[src/rtl/hazard_pkg.sv]
`default_nettype none
// ============================================================================
// Module : hazard_pkg
// Brief  : Shared types and default widths for the hazard controller.
// Rev    : 1.0
// ============================================================================
package hazard_pkg;

    localparam int c_reg_aw_default = 5;
    localparam int c_lat_w_default  = 4;

    typedef enum logic [1:0] {
        FWD_RF = 2'b00,
        FWD_W  = 2'b01,
        FWD_M  = 2'b10
    } fwd_sel_e;

    typedef enum logic [1:0] {
        MC_IDLE = 2'd0,
        MC_BUSY = 2'd1,
        MC_DONE = 2'd2
    } mc_state_e;

endpackage
`default_nettype wire

[src/rtl/hazard_ctrl_mc_sat_counter.sv]
`default_nettype none
// ============================================================================
// Module : sat_counter
// Brief  : Up-counter that sticks at all-ones; synchronous clear wins.
// Rev    : 1.0
// ============================================================================
module sat_counter #(
    parameter int W = 32
) (
    input  logic         clk,
    input  logic         rst,
    input  logic         inc,
    input  logic         clr,
    output logic [W-1:0] count
);

    always_ff @(posedge clk or posedge rst) begin
        if (rst) begin
            count <= '0;
        end else if (clr) begin
            count <= '0;
        end else if (inc && (count != '1)) begin
            count <= count + W'(1);
        end
    end

endmodule
`default_nettype wire

[src/rtl/hazard_ctrl_mc.sv]
`default_nettype none
// ============================================================================
// Module : hazard_ctrl_mc
// Brief  : 5-stage hazard controller with multi-cycle EX hold and perf counters.
// Rev    : 1.0
// ============================================================================
module hazard_ctrl_mc
    import hazard_pkg::*;
#(
    parameter int REG_AW = c_reg_aw_default,
    parameter int LAT_W  = c_lat_w_default,
    parameter int PERF_W = 32
) (
    input  logic              clk,
    input  logic              reset,
    input  logic [REG_AW-1:0] Rs1D,
    input  logic [REG_AW-1:0] Rs2D,
    input  logic [REG_AW-1:0] Rs1E,
    input  logic [REG_AW-1:0] Rs2E,
    input  logic [REG_AW-1:0] RdE,
    input  logic              ResultSrcE_zero,
    input  logic [REG_AW-1:0] RdM,
    input  logic              RegWriteM,
    input  logic [REG_AW-1:0] RdW,
    input  logic              RegWriteW,
    input  logic              PCSrcE,
    input  logic              McStartE,
    input  logic [LAT_W-1:0]  McLatE,
    input  logic              PerfClr,
    output logic              StallF,
    output logic              StallD,
    output logic              StallE,
    output logic              FlushD,
    output logic              FlushE,
    output logic              FlushM,
    output logic [1:0]        ForwardAE,
    output logic [1:0]        ForwardBE,
    output logic              McBusy,
    output logic [PERF_W-1:0] LwStallCnt,
    output logic [PERF_W-1:0] McStallCnt,
    output logic [PERF_W-1:0] FlushCnt
);

    localparam logic [1:0] c_st_idle = MC_IDLE;
    localparam logic [1:0] c_st_busy = MC_BUSY;
    localparam logic [1:0] c_st_done = MC_DONE;

    logic [1:0]       r_state;
    logic [1:0]       w_next_state;
    logic [LAT_W-1:0] r_cnt;
    logic [LAT_W-1:0] w_cnt_next;
    logic             w_mc_stall;
    logic             w_lw_stall;

    // MEM result is younger than WB, so it wins when both match.
    function automatic logic [1:0] fwd_sel(input logic [REG_AW-1:0] rs);
        if (RegWriteM && (RdM != '0) && (RdM == rs)) begin
            return FWD_M;
        end else if (RegWriteW && (RdW != '0) && (RdW == rs)) begin
            return FWD_W;
        end
        return FWD_RF;
    endfunction

    assign ForwardAE = fwd_sel(Rs1E);
    assign ForwardBE = fwd_sel(Rs2E);

    assign w_lw_stall = ResultSrcE_zero && (RdE != '0) &&
                        ((Rs1D == RdE) || (Rs2D == RdE));

    // cnt is loaded with L-3 so BUSY lasts L-2 cycles after the IDLE stall.
    always_comb begin
        w_next_state = r_state;
        w_cnt_next   = r_cnt;
        w_mc_stall   = 1'b0;
        case (r_state)
            c_st_idle: begin
                if (McStartE && (McLatE >= LAT_W'(2))) begin
                    w_mc_stall   = 1'b1;
                    w_cnt_next   = McLatE - LAT_W'(3);
                    w_next_state = (McLatE == LAT_W'(2)) ? c_st_done : c_st_busy;
                end
            end
            c_st_busy: begin
                w_mc_stall = 1'b1;
                if (r_cnt == '0) begin
                    w_next_state = c_st_done;
                end else begin
                    w_cnt_next = r_cnt - LAT_W'(1);
                end
            end
            c_st_done: begin
                w_next_state = c_st_idle;
            end
            default: begin
                w_next_state = c_st_idle;
            end
        endcase
    end

    always_ff @(posedge clk or posedge reset) begin
        if (reset) begin
            r_state <= c_st_idle;
            r_cnt   <= '0;
        end else begin
            r_state <= w_next_state;
            r_cnt   <= w_cnt_next;
        end
    end

    assign McBusy = (r_state == c_st_busy);

    always_comb begin
        StallF = 1'b0;
        StallD = 1'b0;
        StallE = 1'b0;
        FlushD = 1'b0;
        FlushE = 1'b0;
        FlushM = 1'b0;
        if (w_mc_stall) begin
            StallF = 1'b1;
            StallD = 1'b1;
            StallE = 1'b1;
            FlushM = 1'b1;
        end else if (w_lw_stall) begin
            StallF = 1'b1;
            StallD = 1'b1;
            FlushE = 1'b1;
        end else if (PCSrcE) begin
            FlushD = 1'b1;
            FlushE = 1'b1;
        end
    end

    sat_counter #(.W(PERF_W)) u_lw_cnt (
        .clk   (clk),
        .rst   (reset),
        .inc   (w_lw_stall),
        .clr   (PerfClr),
        .count (LwStallCnt)
    );

    sat_counter #(.W(PERF_W)) u_mc_cnt (
        .clk   (clk),
        .rst   (reset),
        .inc   (w_mc_stall),
        .clr   (PerfClr),
        .count (McStallCnt)
    );

    sat_counter #(.W(PERF_W)) u_flush_cnt (
        .clk   (clk),
        .rst   (reset),
        .inc   (FlushD || FlushE),
        .clr   (PerfClr),
        .count (FlushCnt)
    );

endmodule
`default_nettype wire

[config.mk]
export PLATFORM = sky130hd
export DESIGN_NAME = hazard_ctrl_mc
export DESIGN_NICKNAME = d
export VERILOG_FILES = /design/src/rtl/hazard_pkg.sv /design/src/rtl/hazard_ctrl_mc_sat_counter.sv /design/src/rtl/hazard_ctrl_mc.sv
export SDC_FILE = /design/constraint.sdc
export NUM_CORES = 1
export LEC_CHECK = 0
export CAP_MARGIN = 5
export CORE_ASPECT_RATIO = 1.4
export CORE_MARGIN = 2
export CORE_UTILIZATION = 37
export DETAILED_ROUTE_END_ITERATION = 7
export GPL_TIMING_DRIVEN = 0
export PLACE_DENSITY = 0.64
export REMOVE_ABC_BUFFERS = 1
export SETUP_SLACK_MARGIN = 0.15
export SKIP_LAST_GASP = 1
export SLEW_MARGIN = 20
export SYNTH_ARGS = -nofsm -noshare
export SYNTH_HDL_FRONTEND = slang
export SYNTH_SLANG_ARGS = --single-unit
[constraint.sdc]
create_clock -name clk -period 8.8 [get_ports clk]
set_input_delay 0.88 -clock clk [delete_from_list [all_inputs] [get_ports clk]]
set_output_delay 0.88 -clock clk [all_outputs]
set_load 0.01 [all_outputs]
Word level (Yosys, flattened, before mapping)
Index checks and enable logic that the tools add are counted.
{"block": "word_totals", "in_bits": 47, "elab_cells": 83, "regBits": 102, "output_inout_bits": 107}
{"block": "classes", "muxes": 33, "n_eq_ne": 14, "magnitude_cmp": 1, "addsub": 5, "reduce_logical": 25}
{"op": "two-way mux 32 bit", "n": 6}
{"op": "adder 32 x 1 -> 32 bit, second input constant", "n": 3}
{"op": "!= test 32 bit, second input constant", "n": 3}
{"op": "== test 5 bit", "n": 6}
{"op": "two-way mux 2 bit", "n": 9}
{"op": "nonzero test 5 bit", "n": 3}
{"op": "two-way mux 1 bit", "n": 13}
{"op": "logical AND 1 bit", "n": 12}
{"op": "two-way mux 4 bit", "n": 2}
{"op": "case mux 4 bit (2 select lines)", "n": 1}
{"op": "nonzero test 2 bit", "n": 4}
{"op": "== test 4 x 2 -> 1 bit, second input constant", "n": 1}
{"op": ">= comparator 4 x 2 -> 1 bit, second input constant", "n": 1}
{"op": "logical NOT 4 bit", "n": 1}
{"op": "!= test 2 bit, second input constant", "n": 2}
{"op": "case mux 2 bit (2 select lines)", "n": 1}
{"op": "subtractor 4 x 1 -> 4 bit, second input constant", "n": 1}
{"op": "subtractor 4 x 2 -> 4 bit, second input constant", "n": 1}
{"op": "AND reduction 3 bit", "n": 1}
{"op": "== test 2 x 1 -> 1 bit, second input constant", "n": 1}
{"op": "logical NOT 2 bit", "n": 1}
{"op": "logical OR 1 bit", "n": 2}
{"op": "!= test 2 x 1 -> 1 bit, second input constant", "n": 1}
{"op": "case mux 1 bit (2 select lines)", "n": 1}
{"op": "AND reduction 2 bit", "n": 1}

Logic depth before layout (Yosys ltp)
{"block": "depth", "depth_word": 9, "mapped_depth": 11, "ltp_nobuf": 9}

Hierarchy
From an unflattened synthesis, not the netlist that was laid out.
{"block": "unflattened", "cells_unflattened": 674, "hier_area_um2": 6188.4}
{"mod": "sat_counter at u_lw_cnt ...", "area_each_um2": 1740.4, "cells_each": 186, "n_inst": 2}
{"mod": "sat_counter at u_flush_cnt", "area_each_um2": 1826.8, "cells_each": 195, "n_inst": 1}
{"mod": "hazard_ctrl_mc", "area_each_um2": 880.8, "cells_each": 107, "n_inst": 1}

Worst setup path after synthesis
Ideal clock, no wire load.
{"block": "synth_timing", "path_type": "input to output", "startpoint": "input RdE[1]", "endpoint": "output StallF", "path_slack_ns": 5.654, "path_buffers": 2, "t_arrival_ns": 2.266, "t_required_ns": 7.920, "path_stages": 6, "cell_sequence": "or4_1 o21a_1 nand2_1 clkbuf_1 nand2_1 buf_4"}
{"block": "synth_via", "elab_chain_cells": 5}
{"item": "from (decl)", "line_no": "hazard_ctrl_mc.sv:20", "rtl": "input logic [REG_AW-1:0] RdE,"}
{"item": "== test 5 bit or nonzero test 5 bit (tied branches)", "line_no": "hazard_ctrl_mc.sv:69, hazard_ctrl_mc.sv:68"}
{"item": "logical OR 1 bit or logical AND 1 bit (tied branches)", "line_no": "hazard_ctrl_mc.sv:69, hazard_ctrl_mc.sv:68"}
{"item": "logical AND 1 bit *", "line_no": "hazard_ctrl_mc.sv:68", "rtl": "assign w_lw_stall = ResultSrcE_zero && (RdE != '0) &&"}
{"item": "two-way mux 1 bit * (2 in a row)"}
{"item": "to (decl)", "line_no": "hazard_ctrl_mc.sv:30", "rtl": "output logic StallF,"}
Every way passes the cells marked *; elsewhere a longest branch is shown, timed or not.

Worst setup path in the final report
{"block": "layout_timing", "startpoint": "input RdM[1]", "endpoint": "output ForwardBE[0]"}
{"block": "layout_via", "elab_chain_cells": 5}
{"item": "from (decl)", "line_no": "hazard_ctrl_mc.sv:22", "rtl": "input logic [REG_AW-1:0] RdM,"}
{"item": "nonzero test 5 bit", "line_no": "hazard_ctrl_mc.sv:57", "rtl": "if (RegWriteM && (RdM != '0) && (RdM == rs)) begin"}
{"item": "logical AND 1 bit", "line_no": "hazard_ctrl_mc.sv:57"}
{"item": "logical AND 1 bit *", "line_no": "hazard_ctrl_mc.sv:57"}
{"item": "two-way mux 2 bit or two-way mux 1 bit (tied branches)", "line_no": "hazard_ctrl_mc.sv:57"}
{"item": "two-way mux 2 bit *", "line_no": "hazard_ctrl_mc.sv:62", "rtl": "return FWD_RF;"}
{"item": "to (decl)", "line_no": "hazard_ctrl_mc.sv:37", "rtl": "output logic [1:0] ForwardBE,"}
Marked as above.

==> out/metrics.yaml <==
p_sw_uw: 357
synth_area_leader_cell: "dfrtp_1"
ys_top_cells_by_area: "dfrtp_1 (42%), xor2_1 (5.2%), a21oi_1 (4.8%), or4_1 (3.7%), xnor2_1 (3.6%)"
core_area_um2: 16100
cap_violations: 0
fin_skew_ns: 0.00814
die_y_um: 156
crit_arrival_ns: 3.44
port_buffers: 153
p_leak_nw: 2.98
hold_buffers: 0
avgSynthCellArea_um2: 8.88
die_area_um2: 17500
cts_tree: "done"
clock_power_share_pct: 33.0
ant_nets: 0
diodes: 0
grt_start_max_net_pins: 59
via_per_inst: 5.76
mostFrequentLayoutCells: "clkdlybuf4s50_1 (152), dfrtp_1 (102), a21oi_1 (58)"
fin_setup_tns_ns: 0
wl_per_cell_um: 16.6
drive_above_1_share_pct: 4.87
use_met3_pct: 4.35
num_rows: 55
fmax_mhz: 231
startpoint: "RdM[1]"
cts_setup_buffers: 0
die_width_um: 112
synth.top_cell.area_share_pct: 42.0
critPathMaxFanout: 3
synth_cell_types: 49
cts.clk_slew.worst_paths_ns: 0.07
routed_wl_um: 17000
hold_viol_final: 0
numCtsBuffers: 9
worstSkewPairLatency_ns: 0.36
critPathLaunchType: "input pin"
swShare_pct: 31.1
setup_violations: 0
cts_resized: 0
yosys_warnings: 0
combPwrFrac_pct: 22.5
start_util_pct: 37.8
cp_cell_sequence: "clkdlybuf4s50_1, or4_1, o21ai_0, nor4_1, nor4_1, clkdlybuf4s50_1"
cp_slowest_cell: "clkdlybuf4s50_1"
cp_slowest_stage_delay_ns: 0.62
cts_max_path_buffers: 2
grt_pass1_vias: 5710
ys_async_sr_fraction_pct: 100
drc_errors: 0
whs_ns: 0.509
r2r_cells: 6
met2_usage_pct: 34.1
power_frac_seq_pct: 44.5
p_int_uw: 789
yosysSeqAreaShare_pct: 42.0
synthesis.area_um2: 6080
hold_end: "r_state[1]"
nFillCells: 1539
critPathRequiredTime_ns: 7.92
final_max_slew_viol_count: 0
rsz0062_at_grt: "false"
drtIter0Drc: 312
hp-class: "reg2reg"
path_delay_family: "simple AND/OR/NAND/NOR gates"
tightestPinTransition_ns: 0.948
vias: 5876
hold_depth: 1
synth_edf_count: 0
r2r_start: "u_lw_cnt.count[3]"
peakVddDrop_uv: 86.2
hpwl_um: 12000
antenna_found_initial: 0
pin_count: 154
grt-busiest-layer: "met2"
grt_overflow: 0
ff2ff_setup_slack_ns: 5.89
met1_usage_pct: 23.1
first_pass_iters: 4
worstHoldStart: "r_state[1]"
place.gp.congestion: 0.966
grtUsageTotal_pct: 19.3
max_slew_margin_pct: 36.8
final_common_cell: "clkdlybuf4s50_1"
cts_max_level: 3
grt_first_pass_wirelength_um: 27900
cts_root_buf: "clkbuf_16"
status: "completed"
layout.nets: 870
synth_seq_cells: 102
r2r-end: "u_lw_cnt.count[24]"
finalCritPeriodShare_pct: 49.1
netlist_instances: 685
critPathBufInv: 2
endpoint_kind: "output pin"
period_needed_ns: 4.32
synth_ff_type: "dfrtp_1"
critical_path_class: "in2out"
cts.sinks: 102
area_delta_synth_final_pct: 32.1
powerDensity_nw_per_um2: 143
worst max path at each step:
stage	end	slack (ns)	cells past startpoint
after floorplan	r_cnt[0]	5.24	1
after global placement	u_lw_cnt.count[7]	3.49	2
after detailed placement	ForwardBE[0]	4.57	6
after CTS	ForwardBE[0]	4.56	6
after global routing	ForwardBE[0]	4.27	6
final	ForwardBE[0]	4.48	6
stage by stage:
step | area, um2 | worst slack, ns | utilization, % | std cells | total power [mW]
after global placement | 7690 | 3.49 | 47.8 | 1002 | 0.764
after floorplan | 5910 | 5.24 | - | 650 | 0.649
after CTS | 8030 | 4.56 | 49.9 | 1021 | 1.16
final | 8030 | 4.48 | 49.9 | 1021 | 1.15
after global routing | 8030 | 4.27 | 49.9 | 1021 | 1.21
after detailed placement | 7760 | 4.57 | 48.2 | 1005 | 0.779
power groups by stage:
stage | Clock (mW) | Combinational [mW] | Sequential (mW)
2_1_floorplan | 0 | 0.133 | 0.516
3_3_place_gp | 0 | 0.248 | 0.516
3_5_place_dp | 0 | 0.261 | 0.518
4_1_cts | 0.391 | 0.262 | 0.509
5_1_grt | 0.411 | 0.287 | 0.511
6_report | 0.378 | 0.258 | 0.509
per-layer routing:
| metal | vias up | share of wire, % |
|---|---|---|
| li1 | 2786 | - |
| met1 | 2899 | 41 |
| met2 | 172 | 52 |
| met3 | 19 | 5.7 |
| met4 | 0 | 1.6 |
| met5 | - | 0 |
cells by family after synthesis:
kind of cell,share of synthesized area (%)
compound gates,14.1
xor+xnor,8.78
fa+ha+maj,1.23
buf+inv,4.36
flops,42.0
mux,1.65
simple gates,27.9
sequential cells by signal, summed over array words and instances, names as in the netlist:
| register | cells |
|---|---|
| u_flush_cnt.count | 32 |
| r_state | 2 |
| u_mc_cnt.count | 32 |
| u_lw_cnt.count | 32 |
| r_cnt | 4 |
synthesized netlist by cell type (6+ instances only):
cell type,instances
dfrtp_1,102
a21oi_1,58
nor2_1,54
nand2_1,44
nand3_1,40
o21ai_0,40
xor2_1,36
or3_1,30
or4_1,30
nand4_1,26
inv_1,25
xnor2_1,25
clkbuf_1,24
o31ai_1,23
nor3_1,18
nor4_1,16
and3_1,14
and4_1,10
nor2b_1,9
mux2_2,8
buf_4,6
ha_1,6
area by class of cell:
class / instances / area (um2) / area share, %
inverter: 25 / 98.8 / 1.23
timing repair buffer: 156 / 1590 / 19.8
clock buffer: 9 / 225 / 2.80
multi-input combinational: 523 / 3270 / 40.7
clock inverter: 7 / 48.8 / 0.607
tap: 199 / 249 / 3.10
sequential: 102 / 2550 / 31.8
Note: power is estimated with default switching activity, not from simulation.
